<file path="config.mk">
export PLATFORM = sky130hd
export DESIGN_NAME = axi_burst_master_flat
export DESIGN_NICKNAME = d
export VERILOG_FILES = /design/src/rtl/axi_burst_master_if.sv /design/src/rtl/axi_burst_master.sv /design/src/flat_wrapper.sv
export SDC_FILE = /design/constraint.sdc
export NUM_CORES = 1
export LEC_CHECK = 0
export CORE_MARGIN = 4
export CORE_UTILIZATION = 56
export DETAILED_ROUTE_END_ITERATION = 8
export GPL_TIMING_DRIVEN = 0
export PLACE_DENSITY = 0.93
export SYNTH_ARGS = -nofsm -noshare
export SYNTH_HDL_FRONTEND = slang
export SYNTH_SLANG_ARGS = --single-unit
</file>
<file path="constraint.sdc">
create_clock -name aclk -period 8.05 [get_ports aclk]
set_input_delay 0.805 -clock aclk [delete_from_list [all_inputs] [get_ports aclk]]
set_output_delay 0.805 -clock aclk [all_outputs]
set_load 0.01 [all_outputs]
</file>
<file path="src/rtl/axi_burst_master_if.sv">
// AXI3 master-side channel bundle for axi_burst_master.
// The master modport is the bridge; the slave modport is whatever sits on the AXI fabric.
interface axi_burst_master_if;
  logic [3:0]  arid;
  logic [31:0] araddr;
  logic [3:0]  arlen;
  logic [2:0]  arsize;
  logic [1:0]  arburst;
  logic [1:0]  arlock;
  logic [3:0]  arcache;
  logic [2:0]  arprot;
  logic        arvalid;
  logic        arready;

  logic [3:0]  rid;
  logic [31:0] rdata;
  logic [1:0]  rresp;
  logic        rlast;
  logic        rvalid;
  logic        rready;

  logic [3:0]  awid;
  logic [31:0] awaddr;
  logic [3:0]  awlen;
  logic [2:0]  awsize;
  logic [1:0]  awburst;
  logic [1:0]  awlock;
  logic [3:0]  awcache;
  logic [2:0]  awprot;
  logic        awvalid;
  logic        awready;

  logic [3:0]  wid;
  logic [31:0] wdata;
  logic [3:0]  wstrb;
  logic        wlast;
  logic        wvalid;
  logic        wready;

  logic [3:0]  bid;
  logic [1:0]  bresp;
  logic        bvalid;
  logic        bready;

  modport master (
    output arid, araddr, arlen, arsize, arburst, arlock, arcache, arprot, arvalid,
    input  arready,
    input  rid, rdata, rresp, rlast, rvalid,
    output rready,
    output awid, awaddr, awlen, awsize, awburst, awlock, awcache, awprot, awvalid,
    input  awready,
    output wid, wdata, wstrb, wlast, wvalid,
    input  wready,
    input  bid, bresp, bvalid,
    output bready
  );

  modport slave (
    input  arid, araddr, arlen, arsize, arburst, arlock, arcache, arprot, arvalid,
    output arready,
    output rid, rdata, rresp, rlast, rvalid,
    input  rready,
    input  awid, awaddr, awlen, awsize, awburst, awlock, awcache, awprot, awvalid,
    output awready,
    input  wid, wdata, wstrb, wlast, wvalid,
    output wready,
    output bid, bresp, bvalid,
    input  bready
  );
endinterface

</file>
<file path="src/rtl/axi_burst_master.sv">
// Single-outstanding AXI3 burst master: INCR read refill or buffered INCR write-back,
// with a per-transaction error summary reported alongside the done pulse.
//
// state | meaning
// IDLE  | ready for a request
// AR    | read address presented, waiting for arready
// R     | collecting read beats until rlast
// WFILL | filling the write buffer from the requester
// AW    | write address presented, waiting for awready
// W     | streaming buffered beats to the bus
// B     | waiting for the write response
// DONE  | emit done/done_err on the next cycle, then IDLE
module axi_burst_master #(
  parameter int          BURST_MAX = 8,
  parameter logic [3:0]  RD_ID     = 4'b0010,
  parameter logic [3:0]  WR_ID     = 4'b0001
) (
  input  logic                 aclk,
  input  logic                 aresetn,
  axi_burst_master_if.master   axi,
  input  logic                 req_valid,
  output logic                 req_ready,
  input  logic                 req_write,
  input  logic [31:0]          req_addr,
  input  logic [1:0]           req_size,
  input  logic [3:0]           req_len,
  input  logic                 wr_valid,
  output logic                 wr_ready,
  input  logic [31:0]          wr_data,
  input  logic [3:0]           wr_strb,
  output logic                 rd_valid,
  output logic [31:0]          rd_data,
  output logic                 rd_last,
  output logic                 done,
  output logic                 done_err
);

  localparam int         CW   = (BURST_MAX > 2) ? $clog2(BURST_MAX) : 1;
  localparam logic [4:0] BMAX = 5'(BURST_MAX);

  typedef enum logic [2:0] {IDLE, AR, R, WFILL, AW, W, B, DONE} state_t;

  state_t          state;
  logic [31:0]     addr_q;
  logic [1:0]      size_q;
  logic [3:0]      len_q;
  logic            err_q;
  logic            arvalid_q;
  logic            awvalid_q;
  logic            wvalid_q;
  logic            wlast_q;
  logic [31:0]     wdata_q;
  logic [3:0]      wstrb_q;
  logic [CW-1:0]   fill_cnt;
  logic [CW-1:0]   beat_cnt;
  logic [CW-1:0]   beat_nxt;
  logic            req_illegal;

  logic [31:0]     buf_data [BURST_MAX];
  logic [3:0]      buf_strb [BURST_MAX];

  assign req_ready   = (state == IDLE);
  assign wr_ready    = (state == WFILL);
  assign req_illegal = ({1'b0, req_len} >= BMAX) || (req_size == 2'd3);
  assign beat_nxt    = beat_cnt + 1'b1;

  assign axi.arid    = RD_ID;
  assign axi.araddr  = addr_q;
  assign axi.arlen   = len_q;
  assign axi.arsize  = {1'b0, size_q};
  assign axi.arburst = 2'b01;
  assign axi.arlock  = 2'b00;
  assign axi.arcache = 4'b0000;
  assign axi.arprot  = 3'b000;
  assign axi.arvalid = arvalid_q;
  assign axi.rready  = 1'b1;

  assign axi.awid    = WR_ID;
  assign axi.awaddr  = addr_q;
  assign axi.awlen   = len_q;
  assign axi.awsize  = {1'b0, size_q};
  assign axi.awburst = 2'b01;
  assign axi.awlock  = 2'b00;
  assign axi.awcache = 4'b0000;
  assign axi.awprot  = 3'b000;
  assign axi.awvalid = awvalid_q;

  assign axi.wid     = WR_ID;
  assign axi.wdata   = wdata_q;
  assign axi.wstrb   = wstrb_q;
  assign axi.wlast   = wlast_q;
  assign axi.wvalid  = wvalid_q;
  assign axi.bready  = 1'b1;

  // Buffer contents are don't-care after reset, so no reset branch here.
  always_ff @(posedge aclk) begin
    if (state == WFILL && wr_valid) begin
      buf_data[fill_cnt] <= wr_data;
      buf_strb[fill_cnt] <= wr_strb;
    end
  end

  always_ff @(posedge aclk or negedge aresetn) begin
    if (!aresetn) begin
      state     <= IDLE;
      addr_q    <= '0;
      size_q    <= '0;
      len_q     <= '0;
      err_q     <= 1'b0;
      arvalid_q <= 1'b0;
      awvalid_q <= 1'b0;
      wvalid_q  <= 1'b0;
      wlast_q   <= 1'b0;
      wdata_q   <= '0;
      wstrb_q   <= '0;
      fill_cnt  <= '0;
      beat_cnt  <= '0;
      rd_valid  <= 1'b0;
      rd_data   <= '0;
      rd_last   <= 1'b0;
      done      <= 1'b0;
      done_err  <= 1'b0;
    end else begin
      rd_valid <= 1'b0;
      rd_last  <= 1'b0;
      done     <= 1'b0;
      done_err <= 1'b0;
      case (state)
        IDLE: begin
          if (req_valid) begin
            addr_q   <= req_addr;
            size_q   <= req_size;
            len_q    <= req_len;
            fill_cnt <= '0;
            beat_cnt <= '0;
            err_q    <= req_illegal;
            if (req_illegal) begin
              state <= DONE;
            end else if (req_write) begin
              state <= WFILL;
            end else begin
              arvalid_q <= 1'b1;
              state     <= AR;
            end
          end
        end
        AR: begin
          if (axi.arready) begin
            arvalid_q <= 1'b0;
            state     <= R;
          end
        end
        R: begin
          if (axi.rvalid && axi.rid == RD_ID) begin
            rd_valid <= 1'b1;
            rd_data  <= axi.rdata;
            rd_last  <= axi.rlast;
            if (axi.rresp != 2'b00) err_q <= 1'b1;
            if (axi.rlast) state <= DONE;
          end
        end
        WFILL: begin
          if (wr_valid) begin
            fill_cnt <= fill_cnt + 1'b1;
            if (fill_cnt == len_q[CW-1:0]) begin
              awvalid_q <= 1'b1;
              state     <= AW;
            end
          end
        end
        AW: begin
          if (axi.awready) begin
            awvalid_q <= 1'b0;
            wvalid_q  <= 1'b1;
            wdata_q   <= buf_data[0];
            wstrb_q   <= buf_strb[0];
            wlast_q   <= (len_q == 4'd0);
            beat_cnt  <= '0;
            state     <= W;
          end
        end
        W: begin
          if (axi.wready) begin
            if (wlast_q) begin
              wvalid_q <= 1'b0;
              wlast_q  <= 1'b0;
              state    <= B;
            end else begin
              // Preload the next beat so back-to-back wready gives one beat per cycle.
              beat_cnt <= beat_nxt;
              wdata_q  <= buf_data[beat_nxt];
              wstrb_q  <= buf_strb[beat_nxt];
              wlast_q  <= (beat_nxt == len_q[CW-1:0]);
            end
          end
        end
        B: begin
          if (axi.bvalid && axi.bid == WR_ID) begin
            if (axi.bresp != 2'b00) err_q <= 1'b1;
            state <= DONE;
          end
        end
        DONE: begin
          done     <= 1'b1;
          done_err <= err_q;
          state    <= IDLE;
        end
        default: state <= IDLE;
      endcase
    end
  end

endmodule

</file>
<file path="src/flat_wrapper.sv">
// flat-port wrapper written by rule: the top's interface ports become plain ports
module axi_burst_master_flat 
#(
  parameter int          BURST_MAX = 8,
  parameter logic [3:0]  RD_ID     = 4'b0010,
  parameter logic [3:0]  WR_ID     = 4'b0001
)
  (aclk, aresetn, req_valid, req_ready, req_write, req_addr, req_size, req_len, wr_valid, wr_ready, wr_data, wr_strb, rd_valid, rd_data, rd_last, done, done_err, axi_arid, axi_araddr, axi_arlen, axi_arsize, axi_arburst, axi_arlock, axi_arcache, axi_arprot, axi_arvalid, axi_arready, axi_rid, axi_rdata, axi_rresp, axi_rlast, axi_rvalid, axi_rready, axi_awid, axi_awaddr, axi_awlen, axi_awsize, axi_awburst, axi_awlock, axi_awcache, axi_awprot, axi_awvalid, axi_awready, axi_wid, axi_wdata, axi_wstrb, axi_wlast, axi_wvalid, axi_wready, axi_bid, axi_bresp, axi_bvalid, axi_bready);
  axi_burst_master_if axi_i ();
  input  logic aclk;
  input  logic aresetn;
  input  logic req_valid;
  output logic req_ready;
  input  logic req_write;
  input  logic [31:0] req_addr;
  input  logic [1:0] req_size;
  input  logic [3:0] req_len;
  input  logic wr_valid;
  output logic wr_ready;
  input  logic [31:0] wr_data;
  input  logic [3:0] wr_strb;
  output logic rd_valid;
  output logic [31:0] rd_data;
  output logic rd_last;
  output logic done;
  output logic done_err;
  output wire logic [$bits(axi_i.arid)-1:0] axi_arid;
  output wire logic [$bits(axi_i.araddr)-1:0] axi_araddr;
  output wire logic [$bits(axi_i.arlen)-1:0] axi_arlen;
  output wire logic [$bits(axi_i.arsize)-1:0] axi_arsize;
  output wire logic [$bits(axi_i.arburst)-1:0] axi_arburst;
  output wire logic [$bits(axi_i.arlock)-1:0] axi_arlock;
  output wire logic [$bits(axi_i.arcache)-1:0] axi_arcache;
  output wire logic [$bits(axi_i.arprot)-1:0] axi_arprot;
  output wire logic [$bits(axi_i.arvalid)-1:0] axi_arvalid;
  input wire logic [$bits(axi_i.arready)-1:0] axi_arready;
  input wire logic [$bits(axi_i.rid)-1:0] axi_rid;
  input wire logic [$bits(axi_i.rdata)-1:0] axi_rdata;
  input wire logic [$bits(axi_i.rresp)-1:0] axi_rresp;
  input wire logic [$bits(axi_i.rlast)-1:0] axi_rlast;
  input wire logic [$bits(axi_i.rvalid)-1:0] axi_rvalid;
  output wire logic [$bits(axi_i.rready)-1:0] axi_rready;
  output wire logic [$bits(axi_i.awid)-1:0] axi_awid;
  output wire logic [$bits(axi_i.awaddr)-1:0] axi_awaddr;
  output wire logic [$bits(axi_i.awlen)-1:0] axi_awlen;
  output wire logic [$bits(axi_i.awsize)-1:0] axi_awsize;
  output wire logic [$bits(axi_i.awburst)-1:0] axi_awburst;
  output wire logic [$bits(axi_i.awlock)-1:0] axi_awlock;
  output wire logic [$bits(axi_i.awcache)-1:0] axi_awcache;
  output wire logic [$bits(axi_i.awprot)-1:0] axi_awprot;
  output wire logic [$bits(axi_i.awvalid)-1:0] axi_awvalid;
  input wire logic [$bits(axi_i.awready)-1:0] axi_awready;
  output wire logic [$bits(axi_i.wid)-1:0] axi_wid;
  output wire logic [$bits(axi_i.wdata)-1:0] axi_wdata;
  output wire logic [$bits(axi_i.wstrb)-1:0] axi_wstrb;
  output wire logic [$bits(axi_i.wlast)-1:0] axi_wlast;
  output wire logic [$bits(axi_i.wvalid)-1:0] axi_wvalid;
  input wire logic [$bits(axi_i.wready)-1:0] axi_wready;
  input wire logic [$bits(axi_i.bid)-1:0] axi_bid;
  input wire logic [$bits(axi_i.bresp)-1:0] axi_bresp;
  input wire logic [$bits(axi_i.bvalid)-1:0] axi_bvalid;
  output wire logic [$bits(axi_i.bready)-1:0] axi_bready;
  assign axi_arid = axi_i.arid;
  assign axi_araddr = axi_i.araddr;
  assign axi_arlen = axi_i.arlen;
  assign axi_arsize = axi_i.arsize;
  assign axi_arburst = axi_i.arburst;
  assign axi_arlock = axi_i.arlock;
  assign axi_arcache = axi_i.arcache;
  assign axi_arprot = axi_i.arprot;
  assign axi_arvalid = axi_i.arvalid;
  assign axi_i.arready = axi_arready;
  assign axi_i.rid = axi_rid;
  assign axi_i.rdata = axi_rdata;
  assign axi_i.rresp = axi_rresp;
  assign axi_i.rlast = axi_rlast;
  assign axi_i.rvalid = axi_rvalid;
  assign axi_rready = axi_i.rready;
  assign axi_awid = axi_i.awid;
  assign axi_awaddr = axi_i.awaddr;
  assign axi_awlen = axi_i.awlen;
  assign axi_awsize = axi_i.awsize;
  assign axi_awburst = axi_i.awburst;
  assign axi_awlock = axi_i.awlock;
  assign axi_awcache = axi_i.awcache;
  assign axi_awprot = axi_i.awprot;
  assign axi_awvalid = axi_i.awvalid;
  assign axi_i.awready = axi_awready;
  assign axi_wid = axi_i.wid;
  assign axi_wdata = axi_i.wdata;
  assign axi_wstrb = axi_i.wstrb;
  assign axi_wlast = axi_i.wlast;
  assign axi_wvalid = axi_i.wvalid;
  assign axi_i.wready = axi_wready;
  assign axi_i.bid = axi_bid;
  assign axi_i.bresp = axi_bresp;
  assign axi_i.bvalid = axi_bvalid;
  assign axi_bready = axi_i.bready;
  axi_burst_master #(.BURST_MAX(BURST_MAX), .RD_ID(RD_ID), .WR_ID(WR_ID)) u_core (.aclk(aclk), .aresetn(aresetn), .axi(axi_i), .req_valid(req_valid), .req_ready(req_ready), .req_write(req_write), .req_addr(req_addr), .req_size(req_size), .req_len(req_len), .wr_valid(wr_valid), .wr_ready(wr_ready), .wr_data(wr_data), .wr_strb(wr_strb), .rd_valid(rd_valid), .rd_data(rd_data), .rd_last(rd_last), .done(done), .done_err(done_err));
endmodule
</file>
==> impl_metrics.csv <==
group,metric,value,unit
power_and_ir_drop,irDropWorstVdd,0.000219,V
place,placed_area,20600,um2
sta,tightest_slew,0.897,ns
place,place.gp.congestion,0.901,
detailed_routing,avgRoutedWirePerCell,25.8,um
synth,synthXorXnorAreaFrac,0.410,%
synth,synth-adder-area-share,0.149,%
clocking,root_buffer,"clkbuf_16",
die,dieHeight,181,um
setup_path,rrSetupSlack,5.16,ns
synth,synth_edf_count,288,
synth,netlist_top_cells_count,"edfxtp_1 (288), dfrtp_1 (124), buf_4 (81)",
final_layout,fin_nets,1488,
clocking,cts_tree,"yes",
hold_path,hold_class,"in2async",
setup_path,cp-end-kind,"primary output",
synth,synth_ff_type,"edfxtp_1",
synth,ys_seq_elements,412,
grt,grt_usage,27.9,%
grt,overflow,0,
power_and_ir_drop,p_leak,8.07,nW
detailed_routing,via_count,10500,
grt,grt_pass1_wl,68900,um
detailed_routing,first_iter_violations,960,
setup_path,r2r_start,"u_core.state[1]",
die,core_region_area,29600,um2
detailed_routing,antenna_left,0,
die,initial_core_util,56.7,%
setup_path,timing.rr.end,"u_core.buf_strb[1][0]",
place,port_buffers,282,
setup_path,cp.arrival,2.43,ns
detailed_routing,drc,0,
sta,maxSlewHeadroom,39.3,%
final_layout,fin_area,22000,um2
setup_path,crit_chain,"buf_2 -> buf_2 -> buf_1 -> and2_1 -> clkdlybuf4s50_1",
sta,maxSlewViolCount,0,
die,rows,63,
setup_path,path_max_fanout,10,
sta,final.period_utilization,40.2,%
power_and_ir_drop,power_density,342,nW/um2
final_layout,drive_gt1_share,24.5,%
synth,synth_area_per_cell,17.1,um2
sta,grt_setup_unrepaired,"no",
synth,synthArstFlopShare,30.1,%
setup_path,cp.required,7.24,ns
clocking,cts_hold_buf,0,
grt,antenna_found_initial,5,
power_and_ir_drop,power.total,0.00752,W
setup_path,crit_path_start_kind,"register",
sta,setup_violations,0,
setup_path,cp.depth,5,
synth,ys_seq_area_share,70.1,%
sta,fin_setup_tns,0,ns
clocking,cts_num_sinks,412,
synth,synthTopCellsByArea,"edfxtp_1 (52%), dfrtp_1 (19%), mux4_2 (9.7%), mux2_2 (4.8%), buf_4 (3.6%)",
sta,finalWorstPathRequiredPeriod,3.24,ns
final_layout,area.growth.synth_to_final,31.1,%
synth,syn_inst,980,
grt,grt_pass1_vias,11000,
place,place_ws,4.81,ns
synth,yosysMostFrequentCell,"edfxtp_1",
synth,syn-cell-area,16800,um2
outcome,status,"complete, no violations",
clocking,cts_resized,0,
clocking,cts_made_buffers,42,
setup_path,worst_path_largest_cell_delay,0.57,ns
synth,yosys.area_share.simple,4.91,%
synth,synth_top_family_by_area,"multiplexers",
synth,synth_cell_type_count,50,
synth,yosysWarnings,0,
sta,finalHoldViolations,0,
detailed_routing,viasPerCell,5.90,
sta,setup_ws,4.81,ns
job,max_cap_violations,0,
setup_path,reg2reg_depth,7,
setup_path,criticalPathCategory,"reg2out",
synth,synth_top_cell_area_share,51.6,%
sta,holdWs,0.207,ns
detailed_routing,drt-total-wl,46000,um
detailed_routing,dr.pass1.iters,5,
clocking,post_cts.repair.setup_buffers,0,
place,hpwl,30800,um
setup_path,slowest_stage,"clkdlybuf4s50_1",
setup_path,crit_family,"buffers and inverters",
grt,grt_max_degree,81,
setup_path,critPathBufInv,4,
clocking,cts.htree.levels,2,
synth,synth_compound_area_share,4.60,%
sta,fmax,0.309,GHz
synth,post-synth-top-area-cell,"edfxtp_1",
die,ioPinCount,321,
clocking,ctsLongestPathBuffers,3,
die,design.die.area,32800,um2
sta,finClkSkew,0.0149,ns
clocking,clk_latency,0.54,ns
synth,synthMuxAreaShare,14.7,%
setup_path,cpMostUsedCell,"buf_2",
die,die_width,181,um
clocking,clkTransAtPathRegs,0.07,ns
-- cell families after synthesis --
logic type,after synthesis
and+or+nand+nor,171
adders and majority gates,2
buffers and inverters,134
other,2
muxes,147
AOI/OAI and AO/OA,105
DFF,412
xor gates and xnor gates,7
-- through the flow --
| stage | utilization, % | std cells |
|---|---|---|
| finish | 74.4 | 1784 |
| global route | 74.4 | 1784 |
| CTS | 74.3 | 1781 |
| detailed placement | 69.5 | 1703 |
| global placement | 68.4 | 1688 |
| floorplan | - | 1016 |
-- metal layers --
| metal | routed length, um | track usage (%) | part of all wire [%] |
|---|---|---|---|
| met1 | 15700 | 32.8 | 34 |
| met4 | 1740 | 9.97 | 3.8 |
| met3 | 3810 | 5.72 | 8.3 |
| met2 | 24800 | 50.9 | 54 |
| met5 | 12 | 0 | 0.026 |
-- cell usage in the layout (no fill, tap or decap), types with 38 or more instances in the layout --
master	Yosys	final
edfxtp_1	288	288
dfrtp_1	124	124
nor2b_1	38	38
nand2_1	51	51
clkbuf_16	0	43
conb_1	2	38
nor2_1	51	45
mux4_2	72	72
o31ai_1	39	39
buf_4	81	82
mux2_2	71	71
clkdlybuf4s50_1	0	281
-- layout make-up --
class	instances	area [um2]
Antenna cell	3	7.51
Multi-Input combinational cell	470	4350
Tap cell	390	488
Fill cell	1672	7570
Sequential cell	412	11800
Timing Repair Buffer	297	3110
Inverter	5	18.8
Clock inverter	22	246
Buffer	129	843
Clock buffer	56	1170
-- where the power goes --
part	total (W)	leakage (nW)	switching (W)	internal [W]
logic	0.00270	3.23	0.00123	0.00147
registers	0.00283	4.15	0.000248	0.00258
clock network	0.00199	0.685	0.000824	0.00117
-- flip-flops by register name, summed over array words and instances (netlist names), 2 cells and up --
signal,count
u_core.buf_data,256
u_core.fill_cnt,3
u_core.axi.araddr,32
u_core.beat_cnt,3
u_core.axi.arlen,4
u_core.buf_strb,32
u_core.state,3
u_core.size_q,2
u_core.axi.wdata,32
u_core.axi.wstrb,4
u_core.rd_data,32
-- worst max-delay path by stage --
stage | start | slack, ns | to
after floorplan | wr_valid | 4.00 | u_core.buf_data[0][0]
final | u_core.state[0] | 4.81 | wr_ready
after global placement | aresetn | 0.82 | u_core.axi.wdata[12]
after global routing | u_core.state[0] | 4.69 | wr_ready
after CTS | u_core.state[0] | 4.81 | wr_ready
after detailed placement | wr_valid | 4.81 | u_core.buf_strb[1][0]
(Power assumes the default switching activity.)
